## src/rtl/alu_uart_pkg.sv

```systemverilog
// Shared constants for the UART-driven ALU command sequencer:
// FSM state codes, ALU opcodes and the operand byte-count helper.
package alu_uart_pkg;

  localparam logic [2:0] RX_A    = 3'd0;
  localparam logic [2:0] RX_B    = 3'd1;
  localparam logic [2:0] RX_OP   = 3'd2;
  localparam logic [2:0] EXEC    = 3'd3;
  localparam logic [2:0] TX_SEND = 3'd4;
  localparam logic [2:0] TX_WAIT = 3'd5;

  localparam logic [5:0] ALU_ADD = 6'b100000;
  localparam logic [5:0] ALU_SUB = 6'b100010;
  localparam logic [5:0] ALU_AND = 6'b100100;
  localparam logic [5:0] ALU_OR  = 6'b100101;
  localparam logic [5:0] ALU_XOR = 6'b100110;
  localparam logic [5:0] ALU_SRA = 6'b000011;
  localparam logic [5:0] ALU_SRL = 6'b000010;
  localparam logic [5:0] ALU_NOR = 6'b100111;

  function automatic int nbytes(input int bus_reg);
    return bus_reg / 8;
  endfunction

endpackage

```

## src/rtl/alu_uart_sequencer_tx_ser.sv

```systemverilog
// Result register and byte serializer: latches the ALU result on load,
// then emits one byte per send strobe, advancing on each tx ack.
module alu_uart_tx_ser
  import alu_uart_pkg::*;
#(
  parameter int BUS_REG = 16,
  parameter int NB_BYTE = 8
) (
  input  logic               i_clk,
  input  logic               i_rst_n,
  input  logic               i_load,
  input  logic [BUS_REG-1:0] i_result,
  input  logic               i_send,
  input  logic               i_ack,
  output logic [NB_BYTE-1:0] o_tx_data,
  output logic               o_tx_start,
  output logic               o_last
);

  localparam int NBYTES = nbytes(BUS_REG);
  localparam int CW = (NBYTES > 1) ? $clog2(NBYTES) : 1;

  logic [BUS_REG-1:0] res_q, res_d;
  logic [CW-1:0]      cnt_q, cnt_d;
  logic [NB_BYTE-1:0] data_q, data_d;
  logic               start_q, start_d;

  assign o_last     = (cnt_q == CW'(NBYTES - 1));
  assign o_tx_data  = data_q;
  assign o_tx_start = start_q;

  always_comb begin
    res_d   = res_q;
    cnt_d   = cnt_q;
    data_d  = data_q;
    start_d = 1'b0;
    if (i_load) begin
      res_d = i_result;
      cnt_d = '0;
    end
    if (i_send) begin
      data_d  = res_q[NB_BYTE*cnt_q +: NB_BYTE];
      start_d = 1'b1;
    end
    if (i_ack && !o_last) begin
      cnt_d = cnt_q + 1'b1;
    end
  end

  always_ff @(posedge i_clk) begin
    if (!i_rst_n) begin
      res_q   <= '0;
      cnt_q   <= '0;
      data_q  <= '0;
      start_q <= 1'b0;
    end else begin
      res_q   <= res_d;
      cnt_q   <= cnt_d;
      data_q  <= data_d;
      start_q <= start_d;
    end
  end

endmodule

```

## src/rtl/alu_uart_sequencer.sv

```systemverilog
// UART command sequencer: assembles A/B/opcode frames, runs the ALU, returns
// the result bytewise. INTERBYTE_TIMEOUT_EN adds an abandoned-frame timeout.
module alu_uart_sequencer
  import alu_uart_pkg::*;
#(
  parameter int BUS_REG     = 16,
  parameter int BUS_OP      = 6,
  parameter int NB_BYTE     = 8,
  parameter int TIMEOUT_CYC = 100000
) (
  input  logic               i_clk,
  input  logic               i_rst_n,
  input  logic [NB_BYTE-1:0] i_rx_data,
  input  logic               i_rx_done,
  input  logic               i_tx_done,
  input  logic [BUS_REG-1:0] i_result,
  output logic [BUS_REG-1:0] o_valA,
  output logic [BUS_REG-1:0] o_valB,
  output logic [BUS_OP-1:0]  o_opcode,
  output logic [NB_BYTE-1:0] o_tx_data,
  output logic               o_tx_start,
  output logic               o_busy,
  output logic               o_rx_drop
);

  localparam int NBYTES = nbytes(BUS_REG);
  localparam int CW = (NBYTES > 1) ? $clog2(NBYTES) : 1;

  logic [2:0]         state_q, state_d;
  logic [CW-1:0]      cnt_q, cnt_d;
  logic [BUS_REG-1:0] vala_q, vala_d;
  logic [BUS_REG-1:0] valb_q, valb_d;
  logic [BUS_OP-1:0]  op_q, op_d;
  logic               drop_q, drop_d;
  logic               cnt_last;
  logic               ser_last;
  logic               tmo_hit;

  assign cnt_last  = (cnt_q == CW'(NBYTES - 1));
  assign o_busy    = (state_q == EXEC) || (state_q == TX_SEND) ||
                     (state_q == TX_WAIT);
  assign o_valA    = vala_q;
  assign o_valB    = valb_q;
  assign o_opcode  = op_q;
  assign o_rx_drop = drop_q;

`ifdef INTERBYTE_TIMEOUT_EN
  localparam int TW = (TIMEOUT_CYC > 1) ? $clog2(TIMEOUT_CYC) : 1;

  logic [TW-1:0] tmo_q, tmo_d;
  logic          tmo_run;

  // Only a partially received frame can time out.
  assign tmo_run = (state_q == RX_B) || (state_q == RX_OP) ||
                   ((state_q == RX_A) && (cnt_q != '0));
  assign tmo_hit = tmo_run && !i_rx_done &&
                   (tmo_q == TW'(TIMEOUT_CYC - 1));

  always_comb begin
    tmo_d = '0;
    if (tmo_run && !i_rx_done && !tmo_hit) begin
      tmo_d = tmo_q + 1'b1;
    end
  end

  always_ff @(posedge i_clk) begin
    if (!i_rst_n) begin
      tmo_q <= '0;
    end else begin
      tmo_q <= tmo_d;
    end
  end
`else
  logic [31:0] unused_tmo;

  assign unused_tmo = TIMEOUT_CYC;
  assign tmo_hit    = 1'b0;
`endif

  always_comb begin
    state_d = state_q;
    cnt_d   = cnt_q;
    vala_d  = vala_q;
    valb_d  = valb_q;
    op_d    = op_q;
    drop_d  = i_rx_done && o_busy;
    unique case (state_q)
      RX_A: begin
        if (i_rx_done) begin
          vala_d[NB_BYTE*cnt_q +: NB_BYTE] = i_rx_data;
          cnt_d = cnt_last ? '0 : cnt_q + 1'b1;
          if (cnt_last) state_d = RX_B;
        end
      end
      RX_B: begin
        if (i_rx_done) begin
          valb_d[NB_BYTE*cnt_q +: NB_BYTE] = i_rx_data;
          cnt_d = cnt_last ? '0 : cnt_q + 1'b1;
          if (cnt_last) state_d = RX_OP;
        end
      end
      RX_OP: begin
        if (i_rx_done) begin
          op_d    = i_rx_data[BUS_OP-1:0];
          state_d = EXEC;
        end
      end
      EXEC: begin
        cnt_d   = '0;
        state_d = TX_SEND;
      end
      TX_SEND: state_d = TX_WAIT;
      TX_WAIT: begin
        if (i_tx_done) state_d = ser_last ? RX_A : TX_SEND;
      end
      default: begin
        state_d = RX_A;
        cnt_d   = '0;
      end
    endcase
    if (tmo_hit) begin
      state_d = RX_A;
      cnt_d   = '0;
    end
  end

  always_ff @(posedge i_clk) begin
    if (!i_rst_n) begin
      state_q <= RX_A;
      cnt_q   <= '0;
      vala_q  <= '0;
      valb_q  <= '0;
      op_q    <= '0;
      drop_q  <= 1'b0;
    end else begin
      state_q <= state_d;
      cnt_q   <= cnt_d;
      vala_q  <= vala_d;
      valb_q  <= valb_d;
      op_q    <= op_d;
      drop_q  <= drop_d;
    end
  end

  alu_uart_tx_ser #(
    .BUS_REG (BUS_REG),
    .NB_BYTE (NB_BYTE)
  ) u_tx_ser (
    .i_clk      (i_clk),
    .i_rst_n    (i_rst_n),
    .i_load     (state_q == EXEC),
    .i_result   (i_result),
    .i_send     (state_q == TX_SEND),
    .i_ack      ((state_q == TX_WAIT) && i_tx_done),
    .o_tx_data  (o_tx_data),
    .o_tx_start (o_tx_start),
    .o_last     (ser_last)
  );

endmodule

```

## config.mk

```make
export PLATFORM = sky130hd
export DESIGN_NAME = alu_uart_sequencer
export DESIGN_NICKNAME = d
export VERILOG_FILES = /design/src/rtl/alu_uart_pkg.sv /design/src/rtl/alu_uart_sequencer_tx_ser.sv /design/src/rtl/alu_uart_sequencer.sv
export SDC_FILE = /design/constraint.sdc
export NUM_CORES = 1
export LEC_CHECK = 0
export CAP_MARGIN = 20
export CORE_ASPECT_RATIO = 1.25
export CORE_MARGIN = 5
export CORE_UTILIZATION = 47
export DETAILED_ROUTE_END_ITERATION = 12
export PLACE_DENSITY = 0.79
export SYNTH_ARGS = -nofsm -noshare
export SYNTH_HDL_FRONTEND = slang
export SYNTH_SLANG_ARGS = --single-unit
```

## constraint.sdc

```tcl
create_clock -name i_clk -period 1.6 [get_ports i_clk]
set_input_delay 0.48 -clock i_clk [delete_from_list [all_inputs] [get_ports i_clk]]
set_output_delay 0.48 -clock i_clk [all_outputs]
set_load 0.005 [all_outputs]
```

==> reports/results.txt, run 1 <==
run status: complete, no violations
Setup Buffers After CTS: 0
Multi-input gate area: 0.00128 mm2
fraction of the mapped netlist area in compound gates: 9.59%
Critical Path Slowest Stage Cell: dfxtp_2
count of unresolved DRC violations after routing: 0
drt pass-1 iters: 4
fill cell total of the finished layout: 487
async set or reset register ratio after synthesis: 0%
pin count of the biggest net entering global routing: 58
setup TNS after final layout: 0 ps
total length of routed wires: 6.61 mm
number of flip-flops and latches in the synthesized netlist: 69
Clock H-tree levels: 3
maximum fanout along the worst path: 4
largest cells by area after synthesis: dfxtp_1, mux2i_1, nand2_1, a21boi_0, o211a_1
DPL Wire Length: 4.50 mm
sequential element share of the synthesized area: 50.0%
Slew Limit Headroom: 73.8%
initial DRC count: 97
number of enable flip-flop cells after synthesis: 0
main combinational cell family by area after synthesis: simple AND/OR/NAND/NOR gates
final cycle utilization of the critical path: 95.9%
synthesized-area fraction occupied by and/or/nand/nor cells: 19.5%
via density per instance: 5.04
remaining global-route overflow: 0
area after detailed placement: 0.00364 mm2
DIE AREA: 0.00753 mm2
RSZ-0062 raised after global routing: false
number of vias after detailed routing: 2186
shortest clock period the worst path allows after layout: 1530 ps
Sequential cell area: 0.00139 mm2
maxcap violations: 0
antenna-violating nets left: 0
slew at the pin closest to its max-slew limit: 393 ps
Power, Total: 3550 uW
diode count: 0
Post-Syn Area per Cell: 9.88 um2
Syn. warnings: 0
fraction of layout instances using a drive strength above 1: 13.9%
top-count cell post-synth: nand2_1
Die Width: 78.6 um
number of failing hold endpoints at the final stage: 0
Clk Tree Root Cell: clkbuf_8
Starting Density: 47.8%
XOR/XNOR share of the synthesized area: 0%
Crit Path Category: reg2out
final core area utilization: 65.9%
required time of the critical path: 1120 ps
cell class contributing the biggest share of worst-path delay: flip-flops
area share of the largest cell type after synthesis: 50.0%
Max Clk Rate: 0.652 GHz
worst min path class: reg2reg
Synth Flop Type: dfxtp_1
final cell area excluding filler cells: 0.00381 mm2
leakage: 0.00175 uW
worst-skew pair later-pin latency: 330 ps
Global Route Usage Sum: 18.7%
CTS sink count: 69
antenna violations before repair: 0
placer congestion estimate: 0.793
CP cell instances: nand3b_1 -> nand2_1 -> buf_2
global-route wire length before repair: 11.1 mm
largest vdd supply drop: 0.000641 V
synth-to-layout area growth: 37.8%
final setup violation count: 0
most frequent cells after synthesis: nand2_1, dfxtp_1, mux2i_1
clock-pin transition on the worst setup and hold timing paths: 70 ps
height of the die: 95.8 um
startpoint type of the worst setup path: flop
number of buffer and inverter instances along the worst setup path: 1
number of nets produced by synthesis: 308
final clock skew: 7.66 ps
cell area after synthesis: 0.00277 mm2
Mapped Cells: 280
portion of netlist area occupied by mux cells: 16.7%
total number of placement rows: 31
area of the core region: 0.00578 mm2
capturing element type of the critical path: output port
nets: 391
P per Cell Area: 933 mW/mm2
CP Data Arrival Time: 1050 ps
mean routed wirelength per cell: 15.2 um
share of synthesized cell area in full adder, half adder and majority cells: 0%
Ports: 77
max incr delay on CP: 340 ps
library cell occupying the most area in the post-synthesis netlist: dfxtp_1
CTS tree: yes
number of global-route vias before repair: 2260
buffers from clock root to sink, at most: 2
unique cell type count in the Yosys netlist: 34
Inserted Clock Buffers: 9
max-slew violation total from the final report: 0
Port Buffer Count: 76
-- worst paths after layout --
check,start,depth (start not counted),slack [ps],to
worst max-delay path,state_q[2],3,70,o_busy
worst min-delay path,o_valA[3],2,460,o_valA[3]
worst max register to register,state_q[1],5,150,o_valB[6]
worst min register to register,o_valA[3],2,460,o_valA[3]
-- layout by cell type, fill, tap and decap left out, drive strengths merged, types with 2 or more instances in the layout --
master         Yosys  final
a21boi            16     16
a31oi              3      3
and3               3      3
and3b              3      3
buf               14     18
clkbuf             6     13
clkdlybuf4s50      0     25
dfxtp             69     69
dlygate4sd2        0     48
mux2i             46     46
nand2             81     81
nand2b             3      3
nor2b              8      8
nor3               2      2
nor3b              2      2
o211a              8      8
o21ai              3      3
-- layer usage --
metal | up-vias | global-route usage (%) | share of wire [%]
met5 | - | 0 | 0
met2 | 68 | 30.1 | 49
met1 | 1002 | 23.0 | 43
met4 | 0 | 7.00 | 1.2
li1 | 1108 | - | -
met3 | 8 | 6.74 | 7.3
-- stage by stage --
step	setup slack [ps]	instances	hold slack (ps)
CTS	0.806	434	458
floorplan	230	280	443
detailed placement	-410	418	449
global placement	-339	418	441
finish	65.6	434	458
global route	3.34	434	478
-- tightest hold or removal path, delay by kind of cell, from the launching register on --
family           cells  cell delay, ps
and+or+nand+nor      1              50
DFF                  1             310
muxes                1              50
-- logic make-up after synthesis --
kind of cell	after synthesis
and+or+nand+nor	110
DFF	69
muxes	46
AOI/OAI and AO/OA	34
buffers and inverters	21
-- power breakdown --
group          switching, uW  leakage, uW  total (uW)  internal (uW)
clock                    620     0.000106        1470            846
combinational            134      0.00109         305            172
sequential              26.8     0.000561        1780           1760
-- registers in the layout (all words and copies together), names as in the netlist --
signal,cells
u_tx_ser.o_last,1
o_rx_drop,1
o_opcode,6
u_tx_ser.res_q,16
state_q,3
o_valB,16
cnt_last,1
o_valA,16
u_tx_ser.o_tx_data,8
u_tx_ser.o_tx_start,1
-- final cells by class --
class / count / area share, %
clock inverter: 3 / 1.12
inverter: 1 / 0.0985
sequential: 69 / 36.5
tap: 66 / 2.17
timing repair buffer: 92 / 22.0
clock buffer: 13 / 4.43
multi-input combinational: 190 / 33.7
-- timing repair --
action	in CTS	in global routing
gates resized for setup	61	2
endpoints found under the setup margin	64	16
hold buffers	0	0
pin swaps	3	1
Note: power is estimated with default switching activity, not from simulation.
==> run 2, diff against run 1 <==
--- a/config.mk
+++ b/config.mk
@@ -11,6 +11,7 @@
 export CORE_UTILIZATION = 47
 export DETAILED_ROUTE_END_ITERATION = 12
 export PLACE_DENSITY = 0.79
+export REMOVE_ABC_BUFFERS = 1
 export SYNTH_ARGS = -nofsm -noshare
 export SYNTH_HDL_FRONTEND = slang
 export SYNTH_SLANG_ARGS = --single-unit
==> constraint.sdc (replaced) <==
create_clock -name i_clk -period 1.6 [get_ports i_clk]
set_input_delay 0.32 -clock i_clk [delete_from_list [all_inputs] [get_ports i_clk]]
set_output_delay 0.32 -clock i_clk [all_outputs]
set_load 0.005 [all_outputs]
==> run 2 against run 1 <==
Against the previous run: utilization is 0.63 points higher; power down 1.4%; first-iteration DRC count is 59% lower; cell count shrank 0.23%; routed wire length down 7.2%; sequential share of layout area down 0.51 points; global-route usage down 1.5 points; non-clock buffer count decreased by 1; clock power decreased by 5%; worst setup slack about the same; critical endpoint is now o_valB[6]; flip-flop and latch count stayed put.
==> reports/results.txt, run 2 (synthesis gave the netlist of run 1 again) <==
run status: complete, no violations
number of failing hold endpoints at the final stage: 0 (unchanged)
Slew Limit Headroom: 63.5% (-10 points)
max incr delay on CP: 530 ps (+190 ps)
area of the core region: 0.00578 mm2 (unchanged)
diode count: 0 (unchanged)
Critical Path Slowest Stage Cell: clkdlybuf4s50_1
Crit Path Category: reg2out
antenna-violating nets left: 0 (unchanged)
nets: 390 (-0.26%)
RSZ-0062 raised after global routing: false
final core area utilization: 66.6% (+0.63 points)
worst-skew pair later-pin latency: 340 ps (about the same)
mean routed wirelength per cell: 14.2 um (-7.0%)
Global Route Usage Sum: 17.2% (-1.5 points)
count of unresolved DRC violations after routing: 0 (unchanged)
area after detailed placement: 0.00364 mm2 (+0.14%)
Die Width: 78.6 um (unchanged)
startpoint of the tightest hold check path: i_rst_n
initial DRC count: 40 (-59%)
total length of routed wires: 6.13 mm (-7.2%)
CP startpoint: o_valB[6]
CTS tree: yes
Clk Tree Root Cell: clkbuf_8
final clock skew: 6.57 ps (-1.09 ps)
worst min path class: in2reg
critical register-to-register path startpoint: state_q[1]
number of buffer and inverter instances along the worst setup path: 1 (unchanged)
Starting Density: 47.8% (unchanged)
buffers from clock root to sink, at most: 2 (unchanged)
drt pass-1 iters: 4 (unchanged)
synth-to-layout area growth: 39.1%
startpoint type of the worst setup path: flop
commonest non-fill, non-tap cell in the layout: nand2_1
maximum fanout along the worst path: 2 (-2)
number of vias after detailed routing: 2207 (+0.96%)
final setup violation count: 0 (unchanged)
via density per instance: 5.10 (+1.2%)
leading cell types in the layout, fill and taps excluded: nand2_1, clkdlybuf4s50_1, dfxtp_1, mux2i_1, a21boi_0
DIE AREA: 0.00753 mm2 (unchanged)
pin count of the biggest net entering global routing: 58 (unchanged)
placer congestion estimate: 0.739 (-6.8%)
largest vdd supply drop: 0.000524 V (-18%)
fraction of layout instances using a drive strength above 1: 11.7% (-2.1 points)
total number of placement rows: 31 (unchanged)
number of global-route vias before repair: 2225 (-1.5%)
Port Buffer Count: 76 (unchanged)
hold bufs inserted after CTS: 0 (unchanged)
Clock H-tree levels: 3 (unchanged)
P per Cell Area: 911 mW/mm2 (-2.4%)
Max Clk Rate: 0.652 GHz (about the same)
cell class contributing the biggest share of worst-path delay: buffers and inverters
Ports: 77 (unchanged)
antenna violations before repair: 0 (unchanged)
final cycle utilization of the critical path: 95.9% (about the same)
required time of the critical path: 1280 ps (+160 ps)
maxcap violations: 0 (unchanged)
CP cell instances: clkdlybuf4s50_1
CP Data Arrival Time: 1210 ps (+160 ps)
Inserted Clock Buffers: 9 (unchanged)
slew at the pin closest to its max-slew limit: 546 ps (+153 ps)
remaining global-route overflow: 0 (unchanged)
max-slew violation total from the final report: 0 (unchanged)
shortest clock period the worst path allows after layout: 1530 ps (-0.160 ps)
global-route wire length before repair: 10.2 mm (-7.9%)
leakage: 0.00151 uW (-14%)
CTS sink count: 69 (unchanged)
height of the die: 95.8 um (unchanged)
capturing element type of the critical path: output port
final cell area excluding filler cells: 0.00385 mm2 (+0.95%)
clock-pin transition on the worst setup and hold timing paths: 80 ps (about the same)
DPL Wire Length: 4.31 mm (-4.1%)
## run 2: cell types whose count changed in the layout (fill, tap and decap cells not counted), sizes merged
cell / before / now
clkdlybuf4s50: 25 / 74
dlygate4sd2: 48 / 1
clkbuf: 13 / 10
buf: 18 / 16
clkinvlp: 1 / 3
clkinv: 1 / 2
dlymetal6s2s: 1 / 0
## run 2: worst paths after layout
kind | endpoint | slack [ps] | cells after the start
min reg2reg | o_valB[11] | 460 | 2
min | u_tx_ser.o_tx_data[5] | 450 | 3
max | o_valB[6] | 70 | 1
max reg2reg | o_valB[10] | 190 | 4
## run 2: area by class of cell
class | count | area, um2
Clock buffer | 10 | 138
Multi-Input combinational cell | 190 | 1270
Tap cell | 66 | 82.6
Clock inverter | 6 | 62.6
Timing Repair Buffer | 91 | 905
Inverter | 1 | 3.75
Fill cell | 479 | 1930
Sequential cell | 69 | 1380
## run 2: per-layer routing
layer / up-vias / global-route usage, % / wire length, um
met5: - / 0 / 0
met4: 0 / 7.87 / 85
met3: 8 / 6.74 / 498
met2: 64 / 28.0 / 2840
met1: 1028 / 19.8 / 2710
li1: 1107 / - / -
## run 2: stage by stage
stage | std cells | worst slack (ps) | setup TNS (ps) | total power, uW | hold slack (ps)
after floorplan | 260 | -685 | -5480 | 1920 | 438
after global placement | 417 | -178 | -3640 | 2140 | 441
after detailed placement | 417 | -230 | -5050 | 2150 | 448
after CTS | 433 | 37.1 | 0 | 3550 | 440
after global routing | 433 | 4.28 | 0 | 3650 | 452
final | 433 | 65.8 | 0 | 3500 | 449
## run 2: timing repair
item / 4_1_cts / 5_1_grt
setup buffers: 0 / 0
gates resized for setup: 3 / 0
endpoints found under the setup margin: 1 / 0
## run 2: power by group
group | internal, uW | switching [uW] | leakage [uW]
logic | 196 | 130 | 0.000856
clock network | 756 | 642 | 0.0000943
registers | 1750 | 25.3 | 0.000559
